==> config.mk <==
export PLATFORM = sky130hd
export DESIGN_NAME = mem_arbiter_rr
export DESIGN_NICKNAME = d
export VERILOG_FILES = /design/src/rtl/rv32ima_pkg.sv /design/src/rtl/rr_picker.sv /design/src/rtl/mem_arbiter_rr.sv
export SDC_FILE = /design/constraint.sdc
export NUM_CORES = 1
export LEC_CHECK = 0
export BUFFER_PORTS_ARGS = -buffer_cell sky130_fd_sc_hd__buf_4
export CAP_MARGIN = 20
export CELL_PAD_IN_SITES_DETAIL_PLACEMENT = 0
export CELL_PAD_IN_SITES_GLOBAL_PLACEMENT = 1
export CORE_UTILIZATION = 34
export CTS_CLUSTER_DIAMETER = 100
export DETAILED_ROUTE_END_ITERATION = 7
export PLACE_DENSITY_LB_ADDON = 0.08
export SLEW_MARGIN = 10
export SYNTH_ARGS = -nofsm -noshare
export SYNTH_HDL_FRONTEND = slang
export SYNTH_SLANG_ARGS = --single-unit
==> constraint.sdc <==
create_clock -name clk -period 4.05 [get_ports clk]
set_input_delay 0.81 -clock clk [delete_from_list [all_inputs] [get_ports clk]]
set_output_delay 0.81 -clock clk [all_outputs]
set_load 0.02 [all_outputs]
==> src/rtl/rv32ima_pkg.sv <==
// Shared types for the round-robin memory arbiter: RAM status encoding,
// arbiter FSM states and a width helper used to size pointers and counters.
package rv32ima_pkg;

  typedef enum logic [1:0] {
    FREE   = 2'd0,
    BUSY   = 2'd1,
    ACCESS = 2'd2,
    ERROR  = 2'd3
  } ram_state_t;

  typedef enum logic [1:0] {
    IDLE  = 2'd0,
    ISSUE = 2'd1,
    RESP  = 2'd2
  } arb_state_t;

  // Bits needed to index n items, never less than one.
  function automatic int clog2_min1(input int n);
    return (n > 1) ? $clog2(n) : 1;
  endfunction

endpackage

==> src/rtl/rr_picker.sv <==
// Combinational round-robin picker: first requester at or above ptr,
// wrapping to the lowest requester below ptr when none is found.
module rr_picker
  import rv32ima_pkg::*;
#(
  parameter int NCH = 2,
  parameter int PW  = clog2_min1(NCH)
) (
  input  logic [NCH-1:0] req,
  input  logic [PW-1:0]  ptr,
  output logic [NCH-1:0] grant,
  output logic [PW-1:0]  index
);

  logic found_s;

  // Upper pass from ptr, then a wrap-around pass from channel 0.
  always_comb begin
    grant   = '0;
    index   = '0;
    found_s = 1'b0;
    for (int j = 0; j < NCH; j++) begin
      if (!found_s && req[j] && (PW'(j) >= ptr)) begin
        grant[j] = 1'b1;
        index    = PW'(j);
        found_s  = 1'b1;
      end else begin
        found_s = found_s;
      end
    end
    for (int j = 0; j < NCH; j++) begin
      if (!found_s && req[j]) begin
        grant[j] = 1'b1;
        index    = PW'(j);
        found_s  = 1'b1;
      end else begin
        found_s = found_s;
      end
    end
  end

endmodule

==> src/rtl/mem_arbiter_rr.sv <==
// Round-robin arbiter sharing one RAM port among NCH requesters; IDLE grants
// and latches a request, ISSUE drives the RAM, RESP pulses ready or err.
module mem_arbiter_rr
  import rv32ima_pkg::*;
#(
  parameter int NCH     = 2,
  parameter int AW      = 32,
  parameter int DW      = 32,
  parameter int TIMEOUT = 16
) (
  input  logic                     clk,
  input  logic                     rst,
  input  logic [NCH-1:0]           req_ren,
  input  logic [NCH-1:0]           req_wen,
  input  logic [NCH-1:0][AW-1:0]   req_addr,
  input  logic [NCH-1:0][DW-1:0]   req_wdata,
  input  logic [NCH-1:0][DW/8-1:0] req_strb,
  output logic [NCH-1:0]           req_ready,
  output logic [NCH-1:0]           req_err,
  output logic [DW-1:0]            req_rdata,
  output logic                     ram_ren,
  output logic                     ram_wen,
  output logic [AW-1:0]            ram_addr,
  output logic [DW-1:0]            ram_store,
  output logic [DW/8-1:0]          ram_strb,
  input  logic [DW-1:0]            ram_load,
  input  ram_state_t               ram_state
);

  localparam int PW = clog2_min1(NCH);
  localparam int CW = clog2_min1(TIMEOUT);
  localparam logic [CW-1:0] CNT_MAX = CW'(TIMEOUT - 1);

  arb_state_t     state_r;
  logic [PW-1:0]  ptr_r;
  logic [PW-1:0]  gidx_r;
  logic [NCH-1:0] grant_r;
  logic [CW-1:0]  cnt_r;
  logic [NCH-1:0] req_any_s;
  logic [NCH-1:0] pick_grant_s;
  logic [PW-1:0]  pick_idx_s;
  logic           conflict_s;

  assign req_any_s  = req_ren | req_wen;
  assign conflict_s = req_ren[pick_idx_s] & req_wen[pick_idx_s];

  rr_picker #(.NCH(NCH), .PW(PW)) u_picker (
    .req   (req_any_s),
    .ptr   (ptr_r),
    .grant (pick_grant_s),
    .index (pick_idx_s)
  );

  function automatic logic [PW-1:0] next_ptr(input logic [PW-1:0] g);
    return (g == PW'(NCH - 1)) ? '0 : g + PW'(1);
  endfunction

  // Arbiter FSM with all RAM-side and requester-side outputs registered.
  always_ff @(posedge clk) begin
    if (rst) begin
      state_r   <= IDLE;
      ptr_r     <= '0;
      gidx_r    <= '0;
      grant_r   <= '0;
      cnt_r     <= '0;
      ram_ren   <= 1'b0;
      ram_wen   <= 1'b0;
      ram_addr  <= '0;
      ram_store <= '0;
      ram_strb  <= '0;
      req_ready <= '0;
      req_err   <= '0;
      req_rdata <= '0;
    end else begin
      case (state_r)
        IDLE: begin
          if (|req_any_s) begin
            grant_r <= pick_grant_s;
            gidx_r  <= pick_idx_s;
            // A simultaneous read and write is rejected without touching the RAM.
            if (conflict_s) begin
              req_err <= pick_grant_s;
              ptr_r   <= next_ptr(pick_idx_s);
              state_r <= RESP;
            end else begin
              ram_ren   <= req_ren[pick_idx_s];
              ram_wen   <= req_wen[pick_idx_s];
              ram_addr  <= req_addr[pick_idx_s];
              ram_store <= req_wdata[pick_idx_s];
              ram_strb  <= req_strb[pick_idx_s];
              cnt_r     <= '0;
              state_r   <= ISSUE;
            end
          end
        end
        ISSUE: begin
          if ((ram_state == ACCESS) || (ram_state == ERROR) || (cnt_r == CNT_MAX)) begin
            ram_ren <= 1'b0;
            ram_wen <= 1'b0;
            ptr_r   <= next_ptr(gidx_r);
            state_r <= RESP;
            if (ram_state == ACCESS) begin
              req_ready <= grant_r;
              req_rdata <= ram_load;
            end else begin
              req_err <= grant_r;
            end
          end else begin
            cnt_r <= cnt_r + CW'(1);
          end
        end
        RESP: begin
          req_ready <= '0;
          req_err   <= '0;
          state_r   <= IDLE;
        end
        default: begin
          state_r <= IDLE;
        end
      endcase
    end
  end

endmodule

==> results of run 1 <==
[power by group]
part	switching (mW)	leakage (nW)	total, mW	internal [mW]
Sequential	0.142	0.954	1.53	1.39
Combinational	0.982	2.47	1.74	0.757
Clock	0.488	0.277	1.41	0.917
Total	1.61	3.70	4.67	3.06
[metal layers]
metal  GRT usage, %  vias up
met5              0        -
met3          5.723       25
li1               -     2503
met2          31.60      185
met4          9.301        0
met1          23.66     2240
[through the flow]
stage / hold slack [ns] / cell area (sq um) / power [mW]
CTS: 0.4552 / 7766 / 4.732
detailed placement: 0.4482 / 7208 / 3.307
global placement: 0.4430 / 7208 / 3.274
floorplan: 0.4342 / 5065 / 2.673
finish: 0.4508 / 7766 / 4.673
global route: 0.4698 / 7766 / 4.955
[cells in the final DEF (no fill, tap or decap), drive strengths merged, types with 5 or more instances in the layout]
cell,synthesis,final
nand2,74,74
nor2,83,83
clkbuf,21,27
nor3,5,5
buf,28,285
inv,5,5
ha,5,5
o21ai,6,6
dfxtp,116,116
a211oi,69,69
mux2i,71,71
nand2b,5,5
a21oi,40,40
[worst reg2reg max path, cell delays in order (launching register included)]
cell	delay [ns]
dfxtp_1	0.34
inv_1	0.09
ha_1	0.44
nor2b_1	0.26
nand2_1	0.13
a211oi_2	0.53
o21ai_1	0.14
a32o_1	0.28
[path summary, 6_finish.rpt]
kind / end / slack (ns) / cells after the start
worst min register to register: req_rdata[12] / 0.45 / 2
worst max register to register: cnt_r[2] / 1.72 / 7
worst min-delay path: req_rdata[12] / 0.45 / 2
worst max-delay path: cnt_r[2] / 1.72 / 7
[cell families (layout without fill, tap and decap cells)]
kind of cell             Yosys count  count (layout)  share of synthesized area [%]
adder cells (fa/ha/maj)            5               5                          1.235
flip-flops                       116             116                          45.85
AO/OA/AOI/OAI                    132             132                          18.06
AND/OR/NAND/NOR                  186             186                          15.22
buffers and inverters             54             321                          5.608
multiplexers                      71              71                          14.03
[final cells by class]
class / instances / area, sq um / share of cell area (%)
Clock buffer: 27 / 513.0 / 6.605
Clock inverter: 4 / 45.04 / 0.5800
Inverter: 5 / 18.77 / 0.2417
Multi-Input combinational cell: 394 / 2472 / 31.84
Sequential cell: 116 / 2322 / 29.90
Tap cell: 184 / 230.2 / 2.964
Timing Repair Buffer: 285 / 2165 / 27.87
[sequential cells by signal, indices dropped and copies added, names as in the netlist, 4 cells and up]
name       count
ram_strb       4
ram_addr      32
ram_store     32
req_rdata     32
cnt_r          4
==> impl_results.md, run 1 <==
* Fmax at 429.9 MHz
* # nets final at 1000
* Fin worst setup slack at 1.724 ns
* Dominant synthesized flop cell: dfxtp_1
* CP Buf/Inv Count at 1
* Hold wc startpoint: req_rdata[12]
* Synth top area share at 45.85%
* Die width at approximately 120 microns
* CTS Buffer Depth at 2
* Min Tclk post-route at 2.326 ns
* Mapped Nets at ~750
* Pins Over Slew Limit at 0
* Synth Instances at approximately 560
* Max-Cap Viols at 0
* Routed wire length per instance at 15.41 microns
* Starting density of the core at 34.85%
* Crit-path cells: inv_1 -> ha_1 -> nor2b_1 -> nand2_1 -> a211oi_2 -> o21ai_1 -> a32o_1
* Uppermost layer routed: met4
* Period utilisation layout at 57.43%
* Dpl hpwl at roughly 11 mm
* Vias in the first global route at 4400
* Die Ht at around 120 microns
* Post-CTS sizing at 0
* Sequential cell area fraction in the yosys report at between 40% and 50%
* Insertion delay to the later sink of the worst-skew pair at 0.41 ns
* Die ar. at 15390 sq um
* Critical path's largest stage delay at 0.53 ns
* Crit start category: register
* Worst setup path startpoint: state_r[1]
* Tightest Pin Transition at about 0.92 ns
* Crit Path Category: register to register
* Ys Warns at 0
* Final WL at between 15 and 20 mm
* Hold Violations, Final at 0
* Final cell utilization of the core at 53.43%
* Leakage at 3.704 nW
* Drt initial violations at 241
* Detail Route Antenna Nets at 0
* DRC viols at 0
* Layout cell share with drive strength beyond 1 at a little under two fifths
* CTS tree: yes
* Unrepaired setup endpoints after global routing: false
* Power Dens Cells at 601.7 nW/um^2
* Worst Setup End Kind: register
* H-tree level count at 4
* Setup TNS at 0 ns
* Largest net degree at the start of global routing at between 100 and 150
* Placer Congestion at about 0.84
* Vias at 4953
* Final setup fails at 0
* Area growth syn-to-layout at 53.33%
* Core area at 14530 sq um
* Filler cell count at 1398
* Placed cells at 984
* Hold/Removal Path Class: register to register
* CTS Hold Bufs at 0
* FP Rows at between 40 and 50
* Cell with the most instances after synthesis: dfxtp_1
* Number of buffers created by CTS at 17
* Status: finished, final reports clean
* Top cells by area, synth: dfxtp_1 (46%), mux2i_1 (14%), a211oi_1 (9.9%), nor2_1 (6.2%), nand2_1 (5.5%)
* Mapped cell area at 5065 sq um
* Avg Inst Size Synth at roughly 9 sq um
* N_diodes at 0
* Skew final at 0.006215 ns
* Total GRT Usage at 19.53%
* Drt pass-1 iters at 4
* Critical path peak fanout at 14
* Area leader, netlist: dfxtp_1
* Root Buffer: clkbuf_16
* CTS sink count at 116
* Met3 WL at roughly 1.2 mm
* Routed vias/inst at 4.880
* Number of synthesized flops with an enable pin at 0
* Synth cell count leaders: dfxtp_1 (116), nor2_1 (83), nand2_1 (74)
* Met2 wire length at roughly 7.6 mm
* Worst-path clk slew at 0.05 ns
* Post-Place Worst Slack at 1.370 ns
* Worst EP required at 4.35 ns
* Worst path top cell family by delay: compound AO/OA/AOI/OAI gates
* Synth Register Bits at 116
* Reg2reg start: state_r[1]
* Fin cells at just over 1k
* Metal-1 WL at ~6.5 mm
* Max transition margin at 38.81%
* Grt ovf at 0
* Worst vdd ir at 0.3459 mV
* Initial antenna violation count at 0
* IO Pins at ~280
* FFs w/ async S/R, synth at 0%
* Postcts setup bufs at 0
* Number of distinct library cells after synthesis at 44
* First-pass GRT wire length at roughly 23 mm
* Data arrival time of the worst path at between 2 and 3 ns
* Slowest cell on the critical path: a211oi_2
* Port Buffers at 281
(Power assumes the default switching activity.)
==> inputs of run 2 (changes only) <==
Settings changed: CORE_UTILIZATION 34 to 28.
Clock period 4.05 ns to 2.07 ns, I/O delays scaled along.
==> run 2 against run 1 <==
Against the previous run: sequential share of layout area down 0.98 points; sequential cell count stayed put; clock power increased by 110%; utilization shrank 7.5 points; sequential power grew 94%; die area rose by 21%; critical path type unchanged; largest power group unchanged; highest routed layer unchanged.
==> impl_results.md, run 2 (synthesis results as in run 1) <==
* Status: finished, final reports clean
* N_diodes at 0 (unchanged)
* Die ar. at 18630 sq um (+21%)
* Hold-critical path endpoint: req_rdata[20]
* Worst Setup End Kind: register
* Vias at 4983 (+0.61%)
* Placer Congestion at 0.8296 (-0.84%)
* Insertion delay to the later sink of the worst-skew pair at 0.41 ns (about the same)
* Crit start category: register
* Critical path peak fanout at 30 (+16)
* Die width at 136.5 microns (+10%)
* Port Buffers at 281 (unchanged)
* # nets final at 1017 (+1.7%)
* Routed vias/inst at 4.648 (-4.7%)
* Max-Cap Viols at 0 (unchanged)
* DRC viols at 0 (unchanged)
* H-tree level count at 4 (unchanged)
* Tightest Pin Transition at 0.6218 ns (-0.2961 ns)
* Reg2reg start: state_r[0]
* Worst R2R Path Depth at 8 (+1)
* Tot Pwr at 9.539 mW (+100%)
* Final WL at 15.80 mm (+1.0%)
* Drt pass-1 iters at 5 (+1)
* Hold wc startpoint: ram_load[20]
* Area growth syn-to-layout at 58.55%
* Drt initial violations at 221 (-8.3%)
* Initial antenna violation count at 0 (unchanged)
* Period utilisation layout at 92.00% (+35 points)
* Worst-path clk slew at 0.06 ns (about the same)
* Max transition margin at 58.55% (+20 points)
* Layout cell share with drive strength beyond 1 at 40.38% (+2.0 points)
* Data arrival time of the worst path at 2.22 ns (-0.40 ns)
* FP Rows at 48 (+9.1%)
* Filler cell count at 1744 (+25%)
* Setup TNS at 0 ns (unchanged)
* IO Pins at 282 (unchanged)
* Crit Path Category: register to register
* Top flop regs: ram_addr x32, ram_store x32, req_rdata x32
* Starting density of the core at 28.98% (-5.9 points)
* Dpl hpwl at 12.00 mm (+5.4%)
* Vias in the first global route at 4547 (+3.3%)
* Fmax at 525.1 MHz (+22%)
* Reg2Reg Setup Slack at 0.17 ns (-1.56 ns)
* Unrepaired setup endpoints after global routing: false
* Grt ovf at 0 (unchanged)
* Total GRT Usage at 16.61% (-2.9 points)
* Pins Over Slew Limit at 0 (unchanged)
* Die Ht at 136.5 microns (+10%)
* R2R Path End: ram_store[29]
* Power Dens Cells at 1188 nW/um^2 (+97%)
* Final setup fails at 0 (unchanged)
* First-pass GRT wire length at 23.45 mm (+4.1%)
* Hold Violations, Final at 0 (unchanged)
* CTS tree: yes
* Min Tclk post-route at 1.904 ns (-0.4217 ns)
* Worst vdd ir at 0.5345 mV (+55%)
* Most frequent cells in the layout: buf_4 (297), dfxtp_1 (116), nor2_1 (83), nand2_1 (74), mux2i_1 (71)
* Routed wire length per instance at 14.74 microns (-4.3%)
* Most common cell after layout, fill and taps aside: buf_4
* Largest net degree at the start of global routing at 51 (-63%)
* Worst EP required at 2.38 ns (-1.97 ns)
* Core area at 17480 sq um (+20%)
* Detail Route Antenna Nets at 0 (unchanged)
* Root Buffer: clkbuf_16
* CTS Buffer Depth at 2 (unchanged)
* CTS sink count at 116 (unchanged)
* Hold/Removal Path Class: input port to register
* Leakage at 3.818 nW (+3.1%)
* Fin Hold WS at 0.2505 ns (-0.2003 ns)
* Worst hold path depth at 3 (+1)
* Skew final at 0.007225 ns (+0.001010 ns)
* Number of buffers created by CTS at 17 (unchanged)
-- run 2: changes by cell type in the layout (fill, tap and decap cells not counted), moves of 2 or more --
cell / previous run / this run
buf_12: 2 / 5
buf_4: 283 / 297
bufinv_16: 1 / 3
clkbuf_1: 5 / 0
clkbuf_8: 5 / 2
clkinv_2: 3 / 6
clkinvlp_4: 0 / 2
-- run 2: worst max-delay path by stage --
| stage | startpoint | cells past startpoint | to |
|---|---|---|---|
| finish | state_r[0] | 8 | ram_store[29] |
| floorplan | state_r[0] | 8 | cnt_r[2] |
| global placement | req_ren[1] | 8 | ram_store[18] |
| global route | state_r[0] | 8 | ram_store[6] |
| CTS | state_r[0] | 7 | cnt_r[2] |
| detailed placement | state_r[0] | 7 | cnt_r[2] |
-- run 2: layout make-up --
cell class	count	area [sq um]	share of cell area, %
inverter	5	18.77	0.2337
clock buffer	19	452.9	5.640
timing repair buffer	302	2330	29.01
multi-input combinational	394	2490	31.01
sequential	116	2322	28.92
tap	225	281.5	3.506
clock inverter	11	135.1	1.683
-- run 2: power by group --
| part | leakage, nW | switching, mW | internal [mW] |
|---|---|---|---|
| Combinational | 2.57 | 2.00 | 1.66 |
| Sequential | 0.954 | 0.258 | 2.71 |
| Clock | 0.290 | 0.988 | 1.92 |
| Total | 3.82 | 3.25 | 6.29 |
-- run 2: metrics by stage --
stage                     setup WS, ns  area, sq um  std cells  utilization (%)
final                           0.1657         8030       1072            45.95
after global routing           0.01785         8030       1072            45.95
after CTS                      0.04841         8013       1072            45.85
after detailed placement       0.04377         7425       1042            42.48
after global placement          0.1376         7425       1042            42.48
after floorplan                 0.2732         5065        564                -
-- run 2: critical path, stage by stage, from the launching register on --
cell,delay [ns]
dfxtp_1,0.32
inv_1,0.08
ha_2,0.28
o21ai_1,0.14
a311oi_4,0.29
buf_4,0.24
buf_12,0.18
nor2_1,0.06
a211oi_1,0.21
-- run 2: metal layers --
layer / wire length (microns) / global-route usage (%) / up-vias
li1: - / - / 2537
met1: 6332 / 19.34 / 2229
met2: 7873 / 28.12 / 199
met3: 1371 / 5.333 / 18
met4: 221 / 6.543 / 0
met5: 0 / 0 / -
-- run 2: timing repair --
item | 4_1_cts | 5_1_grt
resized for setup | 0 | 3
setup endpoints to repair | 0 | 49
hold endpoints to repair | 0 | 0
hold buffers | 0 | 0
setup buffers | 0 | 0
